### src/rtl/pc_gen.sv
// pc_gen: program-counter generator feeding the instruction-fetch stage.
// Produces the registered fetch address plus flush/advance controls, and
// tracks the PC of the word fetch is presenting to decode.
// Optional build macro: PC_GEN_MISALIGN_CHECK_EN (misaligned redirects
// raise misalign_o and park the generator in ERR until a trap).
module pc_gen #(
  parameter int              XLEN         = 32,
  parameter logic [XLEN-1:0] RESET_VECTOR = '0,
  parameter int              INCR         = 4
) (
  input  logic            clk,
  input  logic            rst,
  input  logic            stall_i,
  input  logic            redirect_valid_i,
  input  logic [XLEN-1:0] redirect_target_i,
  input  logic            trap_valid_i,
  input  logic [XLEN-1:0] trap_vector_i,
  output logic [XLEN-1:0] target,
  output logic            flush,
  output logic            ok,
  output logic [XLEN-1:0] fetch_pc_o,
  output logic            fetch_pc_valid_o,
  output logic            misalign_o
);

  typedef enum logic [2:0] {BOOT, RUN, STALL, REDIR, ERR} state_e;

  localparam logic [XLEN-1:0] IncrStep = XLEN'(INCR);
  localparam logic [XLEN-1:0] LowMask  = XLEN'(3);

  state_e          state_q, state_d;
  logic [XLEN-1:0] target_q, target_d;
  logic            flush_q, flush_d;
  logic            ok_q, ok_d;
  logic [XLEN-1:0] fetch_pc_q, fetch_pc_d;
  logic            fetch_pc_valid_q, fetch_pc_valid_d;

  logic            misalignHit;
  logic [XLEN-1:0] redirTarget;
  logic            trapTake;
  logic            redirAny;
  logic            redirTake;
  logic            errEnter;
  logic            stallTake;

`ifdef PC_GEN_MISALIGN_CHECK_EN
  logic misalign_q, misalign_d;

  assign misalignHit = |redirect_target_i[1:0];
  assign redirTarget = redirect_target_i;

  // Misalign flag is set on entry to ERR and only a trap clears it
  always_comb begin
    misalign_d = misalign_q;
    if (trapTake) begin
      misalign_d = 1'b0;
    end else if (errEnter) begin
      misalign_d = 1'b1;
    end
  end

  // Misalign flag register
  always_ff @(posedge clk) begin
    if (rst) begin
      misalign_q <= 1'b0;
    end else begin
      misalign_q <= misalign_d;
    end
  end

  assign misalign_o = misalign_q;
`else
  assign misalignHit = 1'b0;
  assign redirTarget = redirect_target_i & ~LowMask;
  assign misalign_o  = 1'b0;
`endif

  // Event decode: trap beats redirect beats stall; ERR ignores all but trap;
  // the cycle right after a redirect never honours a stall
  always_comb begin
    trapTake  = trap_valid_i;
    redirAny  = !trap_valid_i && (state_q != ERR) && redirect_valid_i;
    errEnter  = redirAny && misalignHit;
    redirTake = redirAny && !misalignHit;
    stallTake = !trap_valid_i && (state_q != ERR) && !redirect_valid_i &&
                stall_i && (state_q != REDIR);
  end

  // State register
  always_ff @(posedge clk) begin
    if (rst) begin
      state_q <= BOOT;
    end else begin
      state_q <= state_d;
    end
  end

  // Next-state selection
  always_comb begin
    state_d = RUN;
    if (trapTake || redirTake) begin
      state_d = REDIR;
    end else if (errEnter || (state_q == ERR)) begin
      state_d = ERR;
    end else if (stallTake) begin
      state_d = STALL;
    end
  end

  // Next values for the registered outputs; a word is consumed at any edge
  // where the pipeline was allowed to advance without a flush
  always_comb begin
    target_d         = target_q;
    flush_d          = 1'b0;
    ok_d             = 1'b0;
    fetch_pc_d       = fetch_pc_q;
    fetch_pc_valid_d = fetch_pc_valid_q;
    if (ok_q && !flush_q) begin
      fetch_pc_d       = target_q;
      fetch_pc_valid_d = 1'b1;
    end
    if (flush_q) begin
      fetch_pc_valid_d = 1'b0;
    end
    if (trapTake) begin
      target_d         = trap_vector_i;
      flush_d          = 1'b1;
      fetch_pc_valid_d = 1'b0;
    end else if (redirTake) begin
      target_d         = redirTarget;
      flush_d          = 1'b1;
      fetch_pc_valid_d = 1'b0;
    end else if (errEnter) begin
      flush_d          = 1'b1;
      fetch_pc_valid_d = 1'b0;
    end else if ((state_q == ERR) || stallTake) begin
      ok_d = 1'b0;
    end else begin
      ok_d = 1'b1;
      if (state_q != BOOT) begin
        target_d = target_q + IncrStep;
      end
    end
  end

  // Output registers
  always_ff @(posedge clk) begin
    if (rst) begin
      target_q         <= RESET_VECTOR;
      flush_q          <= 1'b1;
      ok_q             <= 1'b0;
      fetch_pc_q       <= '0;
      fetch_pc_valid_q <= 1'b0;
    end else begin
      target_q         <= target_d;
      flush_q          <= flush_d;
      ok_q             <= ok_d;
      fetch_pc_q       <= fetch_pc_d;
      fetch_pc_valid_q <= fetch_pc_valid_d;
    end
  end

  assign target           = target_q;
  assign flush            = flush_q;
  assign ok               = ok_q;
  assign fetch_pc_o       = fetch_pc_q;
  assign fetch_pc_valid_o = fetch_pc_valid_q;

endmodule

### config.mk
export PLATFORM = sky130hd
export DESIGN_NAME = pc_gen
export DESIGN_NICKNAME = d
export VERILOG_FILES = /design/src/rtl/pc_gen.sv
export SDC_FILE = /design/constraint.sdc
export NUM_CORES = 1
export LEC_CHECK = 0
export ABC_AREA = 1
export CAP_MARGIN = 0
export CORE_MARGIN = 2
export CORE_UTILIZATION = 30
export DETAILED_ROUTE_END_ITERATION = 8
export DONT_BUFFER_PORTS = 1
export PLACE_DENSITY = 0.52
export SETUP_SLACK_MARGIN = 0.4
export SLEW_MARGIN = 20
export SYNTH_ARGS = -nofsm -noshare
export SYNTH_HDL_FRONTEND = slang
export SYNTH_SLANG_ARGS = --single-unit
export TNS_END_PERCENT = 5
### constraint.sdc
create_clock -name clk -period 1.6 [get_ports clk]
set_input_delay 0.32 -clock clk [delete_from_list [all_inputs] [get_ports clk]]
set_output_delay 0.32 -clock clk [all_outputs]
set_load 0.05 [all_outputs]
== Yosys cells after proc, flatten, opt, wreduce, memory -nomap -nowiden ==
Index checks and enable logic that the tools add are counted.
Word-level totals
  flip-flop bits (word level): 70
  logic and storage cells: 39
Operators by class
  $add $sub $neg: 1
  eq/ne operators: 4
  multiplexer cells: 9
  reductions and logical operators: 18
Operator list (count)
  32-bit two-way mux: 4
  32-bit by 3-bit adder with 32-bit output, second input constant: 1
  1-bit logical AND: 6
  3-bit inequality test, second input constant: 2
  3-bit nonzero test: 2
  2-bit two-way mux: 2
  2-bit OR reduction: 2
  4-bit OR reduction: 1
  3-bit == test, second input constant: 1
  1-bit zero test: 3
  3-bit two-way mux: 1
  3-bit by 2-bit inequality test with 1-bit output, second input constant: 1
  3-bit OR reduction: 1
  1-bit logical OR: 2
  1-bit two-way mux: 2
  2-bit AND reduction: 1

== Logic depth before layout (Yosys ltp) ==
Gate-level depths: netlist of run 1.
  depth after elaboration: 9
  gate-level depth with buffers: 11

== Least setup slack after synthesis of run 1 ==
Ideal clock, no wire load.
  kind: register to register
  start point: register target_q[3] (netlist: target[3])
  end point: register target_q[26] (netlist: target[26])
  setup slack: -0.321 ns
  buffers on the path: 0
  required time: 1.470 ns
  arrival: 1.791 ns
  period minus slack after synthesis: 1.921 ns
  library setup time: 0.130 ns
  cell stages (with the launch flop): 11
  cell sequence: dfxtp_1 ha_1 nand2_2 nor2_4 nand2_4 nor2_4 nand3_1 nand3_1 nand2_1 nand2_1 a21oi_2
Between the ends
  longest elaborated chain between the ends: 5
RTL lines
  start, declared: line 32  | logic [XLEN-1:0] target_q, target_d;
  start signal, assigned: line 155  | target_q <= target_d;
  32-bit by 3-bit adder with 32-bit output: line 141  | target_d = target_q + IncrStep;
  32-bit two-way mux: line 140  | if (state_q != BOOT) begin
  32-bit two-way mux: line 136  | end else if ((state_q == ERR) || stallTake) begin
  32-bit two-way mux: line 129  | end else if (redirTake) begin
  32-bit two-way mux: line 125  | if (trapTake) begin
Every way passes these cells. The select of a mux whose other input is x is not followed.
A chain may end at the register's enable or synchronous reset.

== Worst setup path in the final report of run 1 ==
  start point: register state_q[0]
  end point: register target_q[28] (netlist: target[28])
Between the ends
  longest elaborated chain between the ends: 8
RTL lines
  start, declared: line 31  | state_e state_q, state_d;
  start signal, assigned: line 94  | state_q <= state_d;
  3-bit inequality test: line 82, 85
  1-bit logical AND: line 82, 85
  1-bit logical AND (2 in a row): line 85  | stallTake = !trap_valid_i && (state_q != ERR) && !redirect_valid_i &&
  1-bit logical AND: line 86  | stall_i && (state_q != REDIR);
  1-bit logical OR: line 136
  3-bit inequality test (no line)
  2-bit AND reduction (no line)
Parallel ways exist; a longest one is shown, timed or not.

==> results of run 1 <==
## flip-flops by register name (all words and copies together), names as in the netlist
register	flops
fetch_pc_o	32
fetch_pc_valid_o	1
flush	1
ok	1
state_q	3
target	32
## cell type report
class	count	area, µm²
sequential	70	1530
inverter	32	138
clock buffer	11	254
tap	176	220
fill	1354	7280
timing repair buffer	81	1020
clock inverter	5	78.8
multi-input combinational	479	2560
## path summary, 6_finish.rpt
path	startpoint	to	slack [ns]
worst min register to register	target[29]$_SDFFE_PP0P_	target[29]$_SDFFE_PP0P_	0.50
worst min-delay path	rst	target[17]$_SDFFE_PP0P_	0.03
worst max-delay path	state_q[0]$_SDFF_PP0_	target[28]$_SDFFE_PP0P_	0.05
worst max register to register	state_q[0]$_SDFF_PP0_	target[28]$_SDFFE_PP0P_	0.05
## worst max-delay path, stage by stage, from the launching register on
cell	delay, ns
dfxtp_2	0.33
nor2_4	0.13
nand2_4	0.08
nand3_4	0.13
inv_6	0.06
nor2_8	0.12
nand2_4	0.08
clkinv_8	0.09
buf_6	0.11
clkbuf_16	0.14
nand2_1	0.05
a21oi_1	0.14
## where the power goes
group | switching (mW) | internal [mW] | leakage [nW]
combinational | 0.738 | 0.462 | 1.61
clock | 0.801 | 1.46 | 0.163
sequential | 0.189 | 1.85 | 0.603
## per-stage QoR
step	setup TNS, ns	hold WS [ns]	total power [mW]
after global routing	-0.231	0.0195	5.72
after floorplan	0	0.465	2.74
after global placement	0	0.380	2.99
final	0	0.0274	5.50
after CTS	0	0.0168	5.29
after detailed placement	0	0.382	3.00
## logic make-up after synthesis
logic type,count (synthesis),synth area share
xor+xnor,6,0.0132
other cells,1,0.000945
compound gates,136,0.180
simple gates,335,0.368
fa+ha+maj,1,0.00315
flops,70,0.353
buf+inv,64,0.0819
## what timing repair did
action | in CTS | in global routing
buffers inserted | 2 | 12
endpoints found under the setup margin | 124 | 134
hold buffers | 0 | 0
gates resized for setup | 4 | 237
gates cloned | 1 | 1
pin swaps | 1 | 50
## cells in the final DEF, fill, tap and decap left out, types with 3 or more instances in the layout
cell type and n:
a21oi_1 62, o21ai_2 9, nor2_2 24, nand2_4 9, o21bai_1 3, nand2_1 125
o21ai_1 12, xor2_1 4, nand2_2 19, nand3_1 31, o21ai_0 30, inv_2 3
buf_8 10, inv_1 27, buf_4 26, o211ai_1 4, nor2_1 95, clkbuf_16 11
nand4_1 3, buf_12 16, dfxtp_1 8, dfxtp_4 20, nor2_4 19, buf_6 27
dfxtp_2 42, a21oi_2 14
## per-layer routing
layer  GRT usage  share of wire  up-vias
met5           0              0        -
met4      0.0722          0.028        0
met3      0.0445          0.063       23
met2       0.294           0.44      137
met1       0.281           0.47     2007
li1            -              -     2112
==> impl_results.md, run 1 <==
* Outcome: finished clean
* Final Util at 0.443
* Layout cells sized above 1 at 0.388
* Dpl hpwl at just over 10 mm
* Arrival time worst endpoint at 1.81 ns
* Max capacitance violation total at 0
* Yosys warnings at 0
* Net Count, Synth at a little under 700
* Row count at 42
* # placed instances at 822
* Number of global-route vias before repair at 4018
* Routability Congestion at between 0.8 and 0.9
* Die width at around 120 µm
* Top post-synthesis cells by area: dfxtp_1 35%, nand2_1 13%, nor2_1 12%
* FFs w/ async S/R, synth at 0
* Synth top cells by count: 142 x nand2_1, 123 x nor2_1, 73 x a21oi_1
* Setup-failing EPs final at 0
* Design area at 5800 µm²
* Clk root buf: clkbuf_16
* Synth Register Bits at 70
* Core area at ~13000 µm²
* Wirelength per Cell at about 17 µm
* Clock transition at path regs at 0.06 ns
* Post-synth top area cell: dfxtp_1
* Final wirelength at roughly 14 mm
* Minimum clock period at 1.55 ns
* Setup ws final at roughly 0.048 ns
* Vias per cell at around 5.0
* CTS Buf Count at 9
* Most used DFF post-synth: dfxtp_1
* Mapped Cells at slightly above 600
* RSZ-0062 raised after global routing: yes
* Critical Path End Type: flop
* Via count at around 4300
* CTS tree: done
* Post-Syn Area at about 4000 µm²
* Sequential-to-total area share from yosys stat at 0.353
* Distinct cells, synth at 37
* Pleak at about 2.4 nW
* Post-synth top area share at 0.353
* Die area at ~14000 µm²
* Clock buffer depth at 2
* GRT overflow at 0
* Initial antenna violation count at 0
* Worst r2r path cells at 11
* Initial Util at 0.303
* Largest net degree at the start of global routing at 43
* Pwr Density at 948 nW/µm²
* Mean Syn Cell Area at roughly 6.5 µm²
* Area grow syn2layout at 46.1%
* Post-synth EDFFs at 0
* Max rail drop VDD at approximately 450 µV
* N_diodes at 0
* Tcrit/Tclk final at 0.970
* Hold crit path type: in -> reg
* Total global-route track usage at 0.199
* CTS HTree Levels at 3
* Worst-path maximum fanout at 9
* Clock Latency Late Sink at around 0.34 ns
* DP Worst Slack at 0.0566 ns
* First-pass GRT wire length at about 22 mm
* F_max at about 0.64 GHz
* Worst Hold Depth at 1
* Dpl cell area at about 4600 µm²
* Clock Skew at about 0.0045 ns
* Most frequent cell after synthesis: nand2_1
* DRC viols at 0
* Kind of critical path: reg -> reg
* Initial DRC Count at 284
* Drt pass-1 iters at 4
* Crit path launch type: flop
* Final nets at approximately 740
* Max-slew violations at 0
* ANT nets after route at 0
* Clock sink total at 70
* IO Port Bufs at 0
* Final hold vios at 0
* IO Pins at 137
* CP required at roughly 1.9 ns
* Die height at ~120 µm
* Post-Layout Cell Count at approximately 850
Power figures use the tool's default switching activity.
==> run 2: changes to the inputs <==
==> constraint.sdc (replaced) <==
create_clock -name clk -period 1.9 [get_ports clk]
set_input_delay 0.38 -clock clk [delete_from_list [all_inputs] [get_ports clk]]
set_output_delay 0.38 -clock clk [all_outputs]
set_load 0.05 [all_outputs]
==> run 2 against run 1 <==
  * Wire length decreased by 3.8%
  * Non-clock buffer count decreased by 33
  * Cell count is 3.9% lower
  * Hold slack improved by 0.077 ns
  * Clock power decreased by 25%
  * Fmax down 0.48%
  * Clock-buffer cell count is 1 higher
  * Critical endpoint unchanged
  * Largest power group is now registers
  * Highest routed layer unchanged
==> impl_results.md, run 2 (same netlist as run 1, synthesis figures left out) <==
* Via count at 4028 (-5.9%)
* Hold-fix buffers, CTS at 0 (unchanged)
* Initial Util at 0.303 (unchanged)
* Post-layout power at 4.20 mW (-24%)
* Setup-failing EPs final at 0 (unchanged)
* Clock Latency Late Sink at 0.35 ns (about the same)
* Number of global-route vias before repair at 3804 (-5.3%)
* Drt pass-1 iters at 5 (+1)
* Die height at 119 µm (unchanged)
* IO Pins at 137 (unchanged)
* CTS HTree Levels at 3 (unchanged)
* Max rail drop VDD at 364 µV (-19%)
* Kind of critical path: reg -> reg
* R2R Path Start: target[2]$_SDFFE_PP0P_
* Commonest cells after routing, fill and taps aside: 137 x nand2_1, 119 x nor2_1, 69 x a21oi_1
* GRT overflow at 0 (unchanged)
* Rel. slew slack at 0.614
* Crit. Startpoint: target[2]$_SDFFE_PP0P_
* CTS tree: done
* Wirelength per Cell at 16.7 µm (about the same)
* Initial DRC Count at 240 (-15%)
* Clock sink total at 70 (unchanged)
* Pleak at 2.02 nW (-15%)
* Tightest Pin Transition at about 0.58 ns
* Clk root buf: clkbuf_16
* Routability Congestion at 0.881 (+1.8%)
* Row count at 42 (unchanged)
* Total global-route track usage at 0.197 (-0.00130)
* Largest net degree at the start of global routing at 48 (+12%)
* F_max at 0.641 GHz (-0.48%)
* Final nets at 710 (-4.4%)
* Commonest non-fill, non-tap cell in the layout: nand2_1
* Outcome: finished clean
* Hold slack final at 0.105 ns (+0.0774 ns)
* IO Port Bufs at 0 (unchanged)
* First-pass GRT wire length at 21.4 mm (-2.3%)
* Core area at 13100 µm² (unchanged)
* ANT nets after route at 0 (unchanged)
* Crit path launch type: flop
* Max-slew violations at 0 (unchanged)
* Critical Path End Type: flop
* Clock buffer depth at 2 (unchanged)
* Final wirelength at 13.7 mm (-3.8%)
* Die area at 14200 µm² (unchanged)
* Setup TNS at 0 ns (unchanged)
* DRC viols at 0 (unchanged)
* Dpl hpwl at 9.90 mm (-3.6%)
* Post-Layout Cell Count at 821 (-3.9%)
* Hold path startpoint: rst
* CTS Buf Count at 9 (unchanged)
* # placed instances at 796 (-3.2%)
* CP required at 2.18 ns (+0.32 ns)
* Tcrit/Tclk final at 0.821 (-0.149)
* Die width at 119 µm (unchanged)
* N_diodes at 0 (unchanged)
* Final Util at 0.369 (-0.0745)
* Hold crit path type: in -> reg
* Max capacitance violation total at 0 (unchanged)
* Worst-path maximum fanout at 4 (-5)
* Worst r2r path cells at 12 (+1)
* RSZ-0062 raised after global routing: yes
* Area grow syn2layout at 21.6%
* Minimum clock period at 1.56 ns (+0.00747 ns)
* Layout cells sized above 1 at 0.208 (-0.180)
* Fillers at 1433 (+5.8%)
* Arrival time worst endpoint at 1.83 ns (+0.02 ns)
* Clock Skew at 0.00743 ns (+0.00292 ns)
* Multi-input logic area at 2340 µm² (-8.4%)
* Vias per cell at 4.91 (-2.1%)
* Final hold vios at 0 (unchanged)
* Worst Hold Depth at 1 (unchanged)
* Clock transition at path regs at 0.06 ns (about the same)
* Pwr Density at 870 nW/µm² (-8.3%)
* Initial antenna violation count at 0 (unchanged)
* Reg area at 1440 µm² (-5.6%)
[run 2: path summary, 6_finish.rpt]
kind	slack, ns	endpoint
worst min-delay path	0.10	target[1]$_SDFFE_PP0P_
worst min register to register	0.50	target[20]$_SDFFE_PP0P_
worst max-delay path	0.34	target[28]$_SDFFE_PP0P_
worst max register to register	0.34	target[28]$_SDFFE_PP0P_
[run 2: per-stage QoR]
step,area (µm²),setup slack (ns)
5_1_grt,4830,0.217
4_1_cts,4740,0.330
3_3_place_gp,4350,0.162
3_5_place_dp,4350,0.127
6_report,4830,0.341
2_1_floorplan,4020,0.303
[run 2: layout make-up]
cell class,count,share of cell area
Clock buffer,12,0.0511
Clock inverter,4,0.00985
Inverter,32,0.0264
Multi-Input combinational cell,479,0.486
Sequential cell,70,0.299
Tap cell,176,0.0456
Timing Repair Buffer,48,0.0824
[run 2: power by group]
part / switching (mW) / internal (mW) / total [mW] / leakage [nW]
Clock: 0.648 / 1.05 / 1.70 / 0.143
Sequential: 0.166 / 1.56 / 1.73 / 0.583
Combinational: 0.534 / 0.244 / 0.778 / 1.29
Total: 1.35 / 2.85 / 4.20 / 2.02
[run 2: routing by layer]
metal  wire length (µm)  share of wire  track usage  vias to the layer above
li1                   -              -            -                     2041
met1               6280           0.46        0.255                     1840
met2               6200           0.45        0.313                      134
met3               1010          0.074       0.0512                       13
met4                256          0.019       0.0789                        0
met5                  0              0            0                        -
[run 2: timing repair]
action                     4_1_cts  5_1_grt
pin swaps                        8        9
resized for setup               14       11
setup endpoints to repair       25       30
setup buffers                    5        3
gates cloned                     0        1
[run 2: worst max-delay path: stages, from the launching register on]
cell and delay, ns:
dfxtp_4 0.37, ha_4 0.16, nand2_4 0.06, nor2_4 0.14, nand2_4 0.11, nor2_4 0.14, buf_4 0.12, nand2_1 0.05
nand2_1 0.06, nand3_1 0.06, nand2_1 0.06, nand2_1 0.06, a21oi_2 0.11
